[config.mk]
export PLATFORM = sky130hd
export DESIGN_NAME = checkpoint_ctrl
export DESIGN_NICKNAME = d
export VERILOG_FILES = /design/src/rtl/checkpoint_ctrl_pkg.sv /design/src/rtl/ckpt_ram.sv /design/src/rtl/checkpoint_ctrl.sv
export SDC_FILE = /design/constraint.sdc
export NUM_CORES = 1
export LEC_CHECK = 0
export CORE_MARGIN = 1.5
export CORE_UTILIZATION = 30
export CTS_CLUSTER_DIAMETER = 40
export DETAILED_ROUTE_END_ITERATION = 16
export GPL_ROUTABILITY_DRIVEN = 0
export GPL_TIMING_DRIVEN = 0
export PLACE_DENSITY_LB_ADDON = 0.05
export REMOVE_ABC_BUFFERS = 1
export SLEW_MARGIN = 20
export SYNTH_ARGS = -nofsm -noshare
export SYNTH_HDL_FRONTEND = slang
export SYNTH_SLANG_ARGS = --single-unit
[constraint.sdc]
create_clock -name clk -period 7.3 [get_ports clk]
set_input_delay 0.73 -clock clk [delete_from_list [all_inputs] [get_ports clk]]
set_output_delay 0.73 -clock clk [all_outputs]
set_load 0.02 [all_outputs]
[src/rtl/checkpoint_ctrl_pkg.sv]
// rtl/checkpoint_ctrl_pkg.sv - shared types for the rename map-table checkpoint controller
package checkpoint_ctrl_pkg;

    localparam int ARCH_REGS = 32;
    localparam int PREG_W    = 7;

    typedef enum logic [1:0] {
        FREE     = 2'd0,
        PENDING  = 2'd1,
        RESOLVED = 2'd2
    } ckpt_state_e;

    // Index [r] yields the physical register currently mapped to architectural register r.
    typedef logic [0:ARCH_REGS-1][PREG_W-1:0] map_t;

endpackage

[src/rtl/ckpt_ram.sv]
// rtl/ckpt_ram.sv - checkpoint map storage, one write port and one combinational read port
module ckpt_ram
    import checkpoint_ctrl_pkg::*;
#(
    parameter int NUM_CKPT = 4,
    parameter int TAG_W    = 2
) (
    input  logic             clk,
    input  logic             we,
    input  logic [TAG_W-1:0] waddr,
    input  map_t             wdata,
    input  logic [TAG_W-1:0] raddr,
    output map_t             rdata
);

    map_t mem_q [NUM_CKPT];

    // Contents are never cleared; slot state in the controller decides validity.
    always_ff @(posedge clk) begin
        if (we) begin
            mem_q[waddr] <= wdata;
        end
    end

    assign rdata = mem_q[raddr];

endmodule

[src/rtl/checkpoint_ctrl.sv]
// rtl/checkpoint_ctrl.sv - circular-buffer allocator of map-table checkpoints with branch rollback
module checkpoint_ctrl
    import checkpoint_ctrl_pkg::*;
#(
    parameter int NUM_CKPT = 4,
    parameter int TAG_W    = 2
) (
    input  logic             clk,
    input  logic             reset,
    input  map_t             map_in,
    input  logic             br_valid,
    output logic             br_ready,
    output logic [TAG_W-1:0] br_tag,
    input  logic             resolve_valid,
    input  logic [TAG_W-1:0] resolve_tag,
    input  logic             mispredict,
    output logic             restore,
    output map_t             re_map,
    output logic [TAG_W:0]   ckpt_count
);

    localparam int CNT_W = TAG_W + 1;

    ckpt_state_e      slot_q [NUM_CKPT];
    ckpt_state_e      slot_d [NUM_CKPT];
    logic [TAG_W-1:0] head_q, head_d;
    logic [TAG_W-1:0] tail_q, tail_d;
    logic [CNT_W-1:0] count_q, count_d;

    logic             res_hit;
    logic             alloc;
    logic             retire;
    logic [TAG_W-1:0] mp_age;

    always_comb begin
        res_hit  = resolve_valid && (slot_q[resolve_tag] != FREE);
        restore  = res_hit && mispredict;
        br_ready = (count_q < CNT_W'(NUM_CKPT)) && !restore;
        alloc    = br_valid && br_ready;
        mp_age   = resolve_tag - head_q;
        // A rollback to the head itself empties the buffer, so nothing is left to retire.
        retire   = (slot_q[head_q] == RESOLVED) && !(restore && (mp_age == '0));
    end

    assign br_tag     = tail_q;
    assign ckpt_count = count_q;

    always_comb begin
        for (int i = 0; i < NUM_CKPT; i++) begin
            slot_d[i] = slot_q[i];
        end
        head_d  = head_q;
        tail_d  = tail_q;
        count_d = count_q;

        if (alloc) begin
            slot_d[tail_q] = PENDING;
            tail_d         = tail_q + 1'b1;
        end
        if (res_hit && !mispredict && (slot_q[resolve_tag] == PENDING)) begin
            slot_d[resolve_tag] = RESOLVED;
        end
        if (retire) begin
            slot_d[head_q] = FREE;
            head_d         = head_q + 1'b1;
        end

        if (restore) begin
            // Free the mispredicted slot and everything allocated after it (age measured from head).
            for (int i = 0; i < NUM_CKPT; i++) begin
                if ((TAG_W'(i) - head_q) >= mp_age) begin
                    slot_d[i] = FREE;
                end
            end
            tail_d  = resolve_tag;
            count_d = {1'b0, mp_age} - CNT_W'(retire);
        end else begin
            count_d = count_q + CNT_W'(alloc) - CNT_W'(retire);
        end
    end

    always_ff @(posedge clk) begin
        if (!reset) begin
            for (int i = 0; i < NUM_CKPT; i++) begin
                slot_q[i] <= FREE;
            end
            head_q  <= '0;
            tail_q  <= '0;
            count_q <= '0;
        end else begin
            for (int i = 0; i < NUM_CKPT; i++) begin
                slot_q[i] <= slot_d[i];
            end
            head_q  <= head_d;
            tail_q  <= tail_d;
            count_q <= count_d;
        end
    end

    ckpt_ram #(
        .NUM_CKPT (NUM_CKPT),
        .TAG_W    (TAG_W)
    ) u_ram (
        .clk   (clk),
        .we    (alloc),
        .waddr (tail_q),
        .wdata (map_in),
        .raddr (resolve_tag),
        .rdata (re_map)
    );

endmodule

==> impl_summary.txt, run 1 <==
----------------------------------------------------
[Run status]
  Status ... completed

[Logic synthesis]
  Largest family of logic cells by synthesized area ... multiplexers
  Proportion of register bits with asynchronous set or reset after synthesis ... 0
  Adder and majority cell fraction of the synthesized area ... 0.007767
  Compound-Gate Fraction of Synth Area ... 0.008477
  Number of register bits inferred by synthesis ... 913
  Sequential fraction of the synthesis area ... 0.8132
  Synth area leader ... sky130_fd_sc_hd__edfxtp_1
  Synth Area in Simple Gates ... 0.008551
  Post-synthesis instance area ... 0.03351 mm2
  Cell types with the largest area share after synthesis ... sky130_fd_sc_hd__edfxtp_1 80%, sky130_fd_sc_hd__mux4_2 15%, sky130_fd_sc_hd__dfxtp_1 1.0%
  Number of standard cells after synthesis ... 1313
  Commonest register cell after synthesis ... sky130_fd_sc_hd__edfxtp_1
  Synth top area share ... 0.8030
  Area share of xor/xnor cells in the synthesized design ... 0.0007842
  Mux cell area share after synthesis ... 0.1521
  Yosys warning count ... 0
  Number of synthesized flops with an enable pin ... 896
  Average instance area after synthesis ... 25.52 um2
  Library cells used by synthesis ... 43

[Timing]
  Fmax ... 0.2073 GHz
  Count of endpoints failing setup in the final report ... 0
  Max-slew violations ... 0
  Period minus WS final ... 4.824 ns
  Worst-case headroom to the max-slew limit ... 0.5155
  Final count of hold timing violations ... 0
  Sum Neg Setup Slack ... 0 ns
  Slew @ Worst Pin ... 0.7208 ns
  Final Cycle Share ... 0.6609
  Worst clock skew ... 0.01998 ns
  RSZ-0062 raised after global routing ... no

[Global routing]
  Aggregate global routing overflow ... 0
  Pin count of the biggest net entering global routing ... 59
  Global-route usage over all layers ... 0.1448
  Number of global-route vias before repair ... 17280
  Antenna violations before repair ... 19
  First-pass GRT wire length ... 118.0 mm

[CTS]
  Clock tree root buffer cell ... sky130_fd_sc_hd__clkbuf_16
  Number of clock sinks seen by CTS ... 913
  Postcts setup bufs ... 0
  Gates resized, CTS repair ... 0
  Number of hold buffers added after CTS ... 0
  Clock tree from TritonCTS ... built
  Inserted Clock Buffers ... 148
  Clock-pin slew on the worst setup and hold paths ... 0.05 ns
  Clock insertion delay at the later pin of the skew report ... 0.71 ns
  Maximum level of the CTS H-tree ... 4
  Maximum buffer depth of the clock tree ... 3

[Finish]
  Layout cells sized above 1 ... 0.2470
  Area growth from synthesis to layout ... 35.92%
  End-of-flow core utilization ... 0.4115
  Number of nets in the finished design ... 2151
  Number of fillers in the final layout ... 9727

[Placement]
  Post-DP HPWL ... 51.94 mm
  # port buffers ... 461

[Floorplanning]
  Die footprint ... 0.1137 mm2
  Count of boundary I/O pins ... 462
  DIE WIDTH ... 337.2 um
  Height of the chip ... 337.2 um
  Floorplan row count ... 122
  Initial Util ... 0.3028
  CORE AREA ... 0.1107 mm2

[Critical path]
  Cell chain of the critical path ... buf_8 -> buf_16 -> buf_16 -> nor4b_1 -> nor4_2 -> nand2_1 -> inv_2 -> clkdlybuf4s50_1
  Last element of the critical path ... restore
  Capture instance of the worst register-to-register path ... ckpt_count[2]
  Worst setup EP type ... primary output
  Cell family with most CP delay ... buffers and inverters
  R2R setup slack ... 3.87 ns
  Delay of the slowest critical-path stage ... 0.68 ns
  WP buf/inv ... 5
  First element of the critical path ... resolve_tag[0]
  Source of the worst register-to-register timing path ... head_q[0]
  Slowest cell on the critical path ... sky130_fd_sc_hd__nor4_2
  Most frequent cell on the critical path ... sky130_fd_sc_hd__buf_16
  Critical path depth in cells ... 8
  Worst-path fanout max ... 58
  Start-to-end type of the worst setup path ... input pin to primary output
  Number of cells on the worst reg-to-reg path ... 13
  Critical Path RT ... 6.57 ns
  Arrival time at the worst endpoint ... 4.09 ns
  Startpoint kind of the worst setup timing path ... input pin

[Detailed routing]
  Remaining routing DRC violations ... 0
  Overall via count from detail_route ... 15730
  Number of detailed-routing iterations run before antenna repair ... 4
  Routed wire length ... 81.86 mm
  Number of routed nets with antenna violations ... 0
  Iteration-0 DRC count of the detailed router ... 696
  Wire length per cell ... 23.31 um
  Routed via count divided by cell count ... 4.478

[Pwr]
  Static leakage ... 14.72 nW
  Worst vdd ir ... 0.0001848 V
  Power per cell area ... 326.6 mW/mm2

[Worst hold path]
  Path type of the worst min-delay path ... flop to flop

[Job]
  Number of violations of the max-capacitance limit ... 0

----------------------------------------------------
[Yosys cell counts, types with 3 or more instances]
cell type                   number
sky130_fd_sc_hd__fa_1            3
sky130_fd_sc_hd__buf_1          13
sky130_fd_sc_hd__nand2_1        13
sky130_fd_sc_hd__a31oi_1         3
sky130_fd_sc_hd__mux4_2        225
sky130_fd_sc_hd__o211a_1         5
sky130_fd_sc_hd__mux2i_1         3
sky130_fd_sc_hd__edfxtp_1      896
sky130_fd_sc_hd__o2111ai_1       4
sky130_fd_sc_hd__o31ai_1         4
sky130_fd_sc_hd__a211oi_1        4
sky130_fd_sc_hd__dfxtp_1        17
sky130_fd_sc_hd__a221oi_1        4
sky130_fd_sc_hd__inv_1          15
sky130_fd_sc_hd__and3_1          5
sky130_fd_sc_hd__clkbuf_1       20
sky130_fd_sc_hd__nand2b_1        4
sky130_fd_sc_hd__buf_2          22
sky130_fd_sc_hd__nand3_1         3
sky130_fd_sc_hd__ha_1           16
[cells by family after synthesis]
kind of cell | after synthesis
mux | 228
buf+inv | 72
xor+xnor | 3
simple gates | 45
flops | 913
compound gates | 33
fa+ha+maj | 19
[metrics by stage]
stage / hold WS [ns] / instance area (um2) / total power, W / instances / setup slack (ns)
floorplan: 0.4720 / 33260 / 0.007331 / 1257 / 0.008316
global route: 0.5268 / 45530 / 0.01545 / 3508 / 2.069
finish: 0.5243 / 45540 / 0.01487 / 3512 / 2.476
CTS: 0.4967 / 45530 / 0.01516 / 3508 / 2.305
global placement: 0.4966 / 39740 / 0.008599 / 3206 / -22.09
detailed placement: 0.5102 / 40610 / 0.008218 / 3239 / 1.981
[worst reg2reg max path: stages, from the launching register on]
cell and delay (ns):
sky130_fd_sc_hd__dfxtp_1 0.43, sky130_fd_sc_hd__ha_1 0.19, sky130_fd_sc_hd__inv_1 0.06, sky130_fd_sc_hd__fa_1 0.47
sky130_fd_sc_hd__inv_1 0.09, sky130_fd_sc_hd__and3_1 0.22, sky130_fd_sc_hd__a21oi_2 0.51, sky130_fd_sc_hd__ha_1 0.22
sky130_fd_sc_hd__inv_1 0.04, sky130_fd_sc_hd__ha_1 0.19, sky130_fd_sc_hd__fa_1 0.41, sky130_fd_sc_hd__xor2_1 0.18
sky130_fd_sc_hd__xnor2_1 0.13, sky130_fd_sc_hd__o211a_1 0.20
[cell type report]
class	count	area, um2	share of cell area
Sequential cell	913	27250	0.5983
Clock buffer	172	3879	0.08517
Antenna cell	4	10.01	0.0002198
Tap cell	1488	1862	0.04088
Multi-Input combinational cell	328	5977	0.1312
Inverter	16	60.06	0.001319
Clock inverter	97	1041	0.02286
Timing Repair Buffer	494	5465	0.1200
[where the power goes]
group	switching [W]	internal, W	total [W]
registers	0.0000928	0.00631	0.00640
logic	0.000910	0.000747	0.00166
clock network	0.00238	0.00444	0.00682
[state kept, by name, summed over array words and instances (netlist names), named ones only]
name / cells
br_tag: 2
ckpt_count: 3
head_q: 2
slot_q: 8
u_ram.mem_q: 896
[cell usage in the layout (no fill, tap or decap), types with 5 or more instances in the layout]
cell type                         count
sky130_fd_sc_hd__clkinv_2            27
sky130_fd_sc_hd__clkinv_4             6
sky130_fd_sc_hd__clkinv_1            23
sky130_fd_sc_hd__buf_16              24
sky130_fd_sc_hd__ha_1                16
sky130_fd_sc_hd__clkdlybuf4s50_1    459
sky130_fd_sc_hd__inv_6               12
sky130_fd_sc_hd__dfxtp_1             17
sky130_fd_sc_hd__buf_12               9
sky130_fd_sc_hd__inv_1               15
sky130_fd_sc_hd__clkbuf_16          152
sky130_fd_sc_hd__clkinvlp_4           7
sky130_fd_sc_hd__mux4_2             225
sky130_fd_sc_hd__nand2_1             13
sky130_fd_sc_hd__clkbuf_1            20
sky130_fd_sc_hd__edfxtp_1           896
sky130_fd_sc_hd__o211a_1              5
sky130_fd_sc_hd__bufinv_16           18
[metal layers]
metal	share of wire	GRT usage	up-vias
met5	0.0025	0	-
met3	0.079	0.05753	158
met2	0.51	0.2429	430
li1	-	-	6932
met4	0.022	0.04993	32
met1	0.39	0.1680	8174
[how the worst min path moves through the flow]
stage / startpoint / end / slack [ns] / depth (start not counted)
detailed placement: slot_q[3][0] / slot_q[3][0] / 0.51 / 2
CTS: resolve_tag[1] / br_tag[1] / 0.50 / 2
global placement: slot_q[3][0] / slot_q[3][0] / 0.50 / 2
global route: resolve_tag[1] / br_tag[1] / 0.53 / 2
floorplan: slot_q[3][0] / slot_q[3][0] / 0.47 / 2
finish: slot_q[2][0] / slot_q[2][0] / 0.52 / 2
No activity file was read; power rests on OpenSTA's default activity.
==> run 2: changes to the inputs <==
clock period = 4.8 ns   (was 7.3 ns; I/O delays follow)
==> results of run 2 <==
The final DEF is identical to that of run 1. Status: completed.
Among the figures that moved: setup slack after placement 1.981 ns -> -0.2686 ns; setup slack after layout 2.476 ns -> 0.4756 ns; hold slack 0.5243 ns -> 0.3251 ns; register-to-register setup slack 3.87 ns -> 1.37 ns; end point of the worst hold path slot_q[2][0] -> br_tag[1]; total power 0.01487 W -> 0.02262 W; worst IR drop on VDD 0.0001848 V -> 0.0002810 V
==> run 3: changes to the inputs <==
clock period = 4.1 ns   (was 4.8 ns; I/O delays follow)
==> run 3 against run 2 <==
  * Setup slack worse by 0.21 ns
  * Sequential power up 17%
  * Largest power group unchanged
  * Routed wire length increased by 0.85%
  * Critical endpoint is now ckpt_count[2]
  * Combinational power up 18%
  * Register-to-register slack worse by 0.70 ns
  * Sequential share of layout area down 0.085 points
  * Core utilization grew 0.059 points
  * Global-route usage about the same
  * Flip-flop and latch count unchanged
==> impl_summary.txt, run 3 (synthesis gave the netlist of run 1 again) <==
----------------------------------------------------
[Timing]
  Final count of hold timing violations ... 0 (unchanged)
  Count of endpoints failing setup in the final report ... 0 (unchanged)
  Slew @ Worst Pin ... 0.7798 ns (+0.05908 ns)
  Period minus WS final ... 3.834 ns
  Worst-case headroom to the max-slew limit ... 0.4728 (-0.04271)
  Max-slew violations ... 0 (unchanged)
  RSZ-0062 raised after global routing ... no
  Final Cycle Share ... 0.9351
  Worst clock skew ... 0.01991 ns (-0.00007540 ns)
  Fmax ... 0.2608 GHz

[Global routing]
  Pin count of the biggest net entering global routing ... 59 (unchanged)
  Number of global-route vias before repair ... 17280 (+0.0058%)
  First-pass GRT wire length ... 118.0 mm (about the same)
  Antenna violations before repair ... 19 (unchanged)
  Aggregate global routing overflow ... 0 (unchanged)
  Global-route usage over all layers ... 0.1448 (about the same)

[CTS]
  Inserted Clock Buffers ... 148 (unchanged)
  Clock insertion delay at the later pin of the skew report ... 0.71 ns (about the same)
  Clock tree from TritonCTS ... built
  Maximum buffer depth of the clock tree ... 3 (unchanged)
  Number of hold buffers added after CTS ... 0 (unchanged)
  Clock tree root buffer cell ... sky130_fd_sc_hd__clkbuf_16
  Number of clock sinks seen by CTS ... 913 (unchanged)
  Maximum level of the CTS H-tree ... 4 (unchanged)
  Clock-pin slew on the worst setup and hold paths ... 0.05 ns (about the same)

[Detailed routing]
  Overall via count from detail_route ... 15770 (+0.25%)
  Routed via count divided by cell count ... 4.489 (+0.25%)
  Number of routed nets with antenna violations ... 0 (unchanged)
  Number of detailed-routing iterations run before antenna repair ... 4 (unchanged)
  Wire length per cell ... 23.50 um (+0.85%)
  Iteration-0 DRC count of the detailed router ... 681 (-2.2%)
  Remaining routing DRC violations ... 0 (unchanged)
  Routed wire length ... 82.55 mm (+0.85%)

[Critical path]
  Worst setup EP type ... flop
  Most frequent cell on the critical path ... sky130_fd_sc_hd__inv_1
  Startpoint kind of the worst setup timing path ... input pin
  Number of cells on the worst reg-to-reg path ... 13 (unchanged)
  Cell chain of the critical path ... buf_8 -> buf_16 -> buf_16 -> inv_1 -> fa_1 -> inv_1 -> and3_1 -> a21oi_2 -> ha_1 -> inv_1 -> ha_1 -> fa_1 -> xor2_1 -> xnor2_1 -> o211a_1
  Capture instance of the worst register-to-register path ... ckpt_count[2]
  Critical Path RT ... 4.69 ns
  Delay of the slowest critical-path stage ... 0.56 ns (-0.12 ns)
  Arrival time at the worst endpoint ... 4.42 ns
  R2R setup slack ... 0.67 ns
  Worst-path fanout max ... 55 (-5.2%)
  Source of the worst register-to-register timing path ... head_q[0]
  Slowest cell on the critical path ... sky130_fd_sc_hd__fa_1
  Start-to-end type of the worst setup path ... input pin to flop

[Pwr]
  Worst vdd ir ... 0.0003290 V
  Static leakage ... 14.75 nW (+0.20%)
  Power per cell area ... 581.0 mW/mm2
  PnR Total Power ... 0.02650 W

[Worst hold path]
  End of the worst hold path ... br_tag[1]
  Path type of the worst min-delay path ... input pin to flop
  Min-Delay Startpoint ... resolve_tag[1]
  Number of instances on the worst hold path ... 2 (unchanged)

[Placement]
  # port buffers ... 461 (unchanged)
  Post-DP HPWL ... 51.94 mm (unchanged)
  DP Cell Count ... 3239 (unchanged)

[Finish]
  Layout cells sized above 1 ... 0.2483 (+0.001239)
  Number of fillers in the final layout ... 9728 (+0.010%)
  Storage element area ... 0.02725 mm2 (unchanged)
  Most common cell after layout, fill and taps aside ... sky130_fd_sc_hd__edfxtp_1
  Largest register FFs ... 896 (unchanged)
  Number of nets in the finished design ... 2153 (+0.093%)
  Most flop-heavy register ... u_ram.mem_q
  Area growth from synthesis to layout ... 36.11%
  End-of-flow core utilization ... 0.4121 (+0.0005880)
  Most frequent cells in the layout ... 896 x sky130_fd_sc_hd__edfxtp_1, 459 x sky130_fd_sc_hd__clkdlybuf4s50_1, 225 x sky130_fd_sc_hd__mux4_2
  Final instance count without filler cells ... 3512 (unchanged)
  Total area of multi-input combinational cells ... 0.005992 mm2 (+0.25%)

[Floorplanning]
  CORE AREA ... 0.1107 mm2 (unchanged)
  Count of boundary I/O pins ... 462 (unchanged)
  DIE WIDTH ... 337.2 um (unchanged)
  Height of the chip ... 337.2 um (unchanged)
  Floorplan row count ... 122 (unchanged)
  Initial Util ... 0.3028 (unchanged)
  Die footprint ... 0.1137 mm2 (unchanged)

[Run status]
  Status ... completed

[Job]
  Number of violations of the max-capacitance limit ... 0 (unchanged)

----------------------------------------------------
[run 3: worst max path at each step]
stage                               from             endpoint
final                     resolve_tag[1]        ckpt_count[2]
after global routing      resolve_tag[1]        ckpt_count[2]
after CTS                 resolve_tag[0]        ckpt_count[2]
after detailed placement  resolve_tag[0]        ckpt_count[2]
after global placement    resolve_tag[0]  u_ram.mem_q[2][121]
after floorplan           resolve_tag[0]    u_ram.mem_q[0][0]
[run 3: area by class of cell]
| type | count | area share |
|---|---|---|
| flip-flops and latches | 913 | 0.5974 |
| multi-input cells | 328 | 0.1314 |
| repair buffers | 496 | 0.1210 |
| clock buffers | 172 | 0.08505 |
| well taps | 1488 | 0.04082 |
| clock inverters | 97 | 0.02283 |
| inverters | 16 | 0.001317 |
| diodes | 2 | 0.0001097 |
[run 3: power by group]
| part | internal, W | total [W] | switching [W] |
|---|---|---|---|
| Clock | 0.00790 | 0.0121 | 0.00423 |
| Sequential | 0.0112 | 0.0114 | 0.000166 |
| Combinational | 0.00134 | 0.00297 | 0.00163 |
| Total | 0.0205 | 0.0265 | 0.00603 |
[run 3: through the flow]
stage                     hold slack (ns)  TNS [ns]  instance area (um2)  worst slack [ns]
after floorplan                    0.4720  -2573.03                33260            -2.872
after global placement             0.4966         -                39740            -24.97
after detailed placement           0.5102   -253.55                40610           -0.8986
after CTS                          0.1767         0                45550           0.01880
after global routing               0.2068         0                45600           0.03960
final                              0.2559         0                45610            0.2662
[run 3: metal layers]
metal  vias up  track usage  part of all wire
li1       6938            -                 -
met1      8202       0.1680              0.39
met2       433       0.2429              0.51
met3       160      0.05753             0.078
met4        32      0.04993             0.022
met5         -            0            0.0025
[run 3: timing repair]
item,CTS,global route
endpoints found under the setup margin,6,73
resized for setup,3,0
gates cloned,0,2
setup buffers,0,0
pin swaps,1,0
[run 3: critical path, delay by kind of cell]
kind / cells / cell delay, ns
simple gates: 1 / 0.22
fa+ha+maj: 4 / 1.36
buf+inv: 6 / 1.25
compound gates: 2 / 0.71
xor+xnor: 2 / 0.31
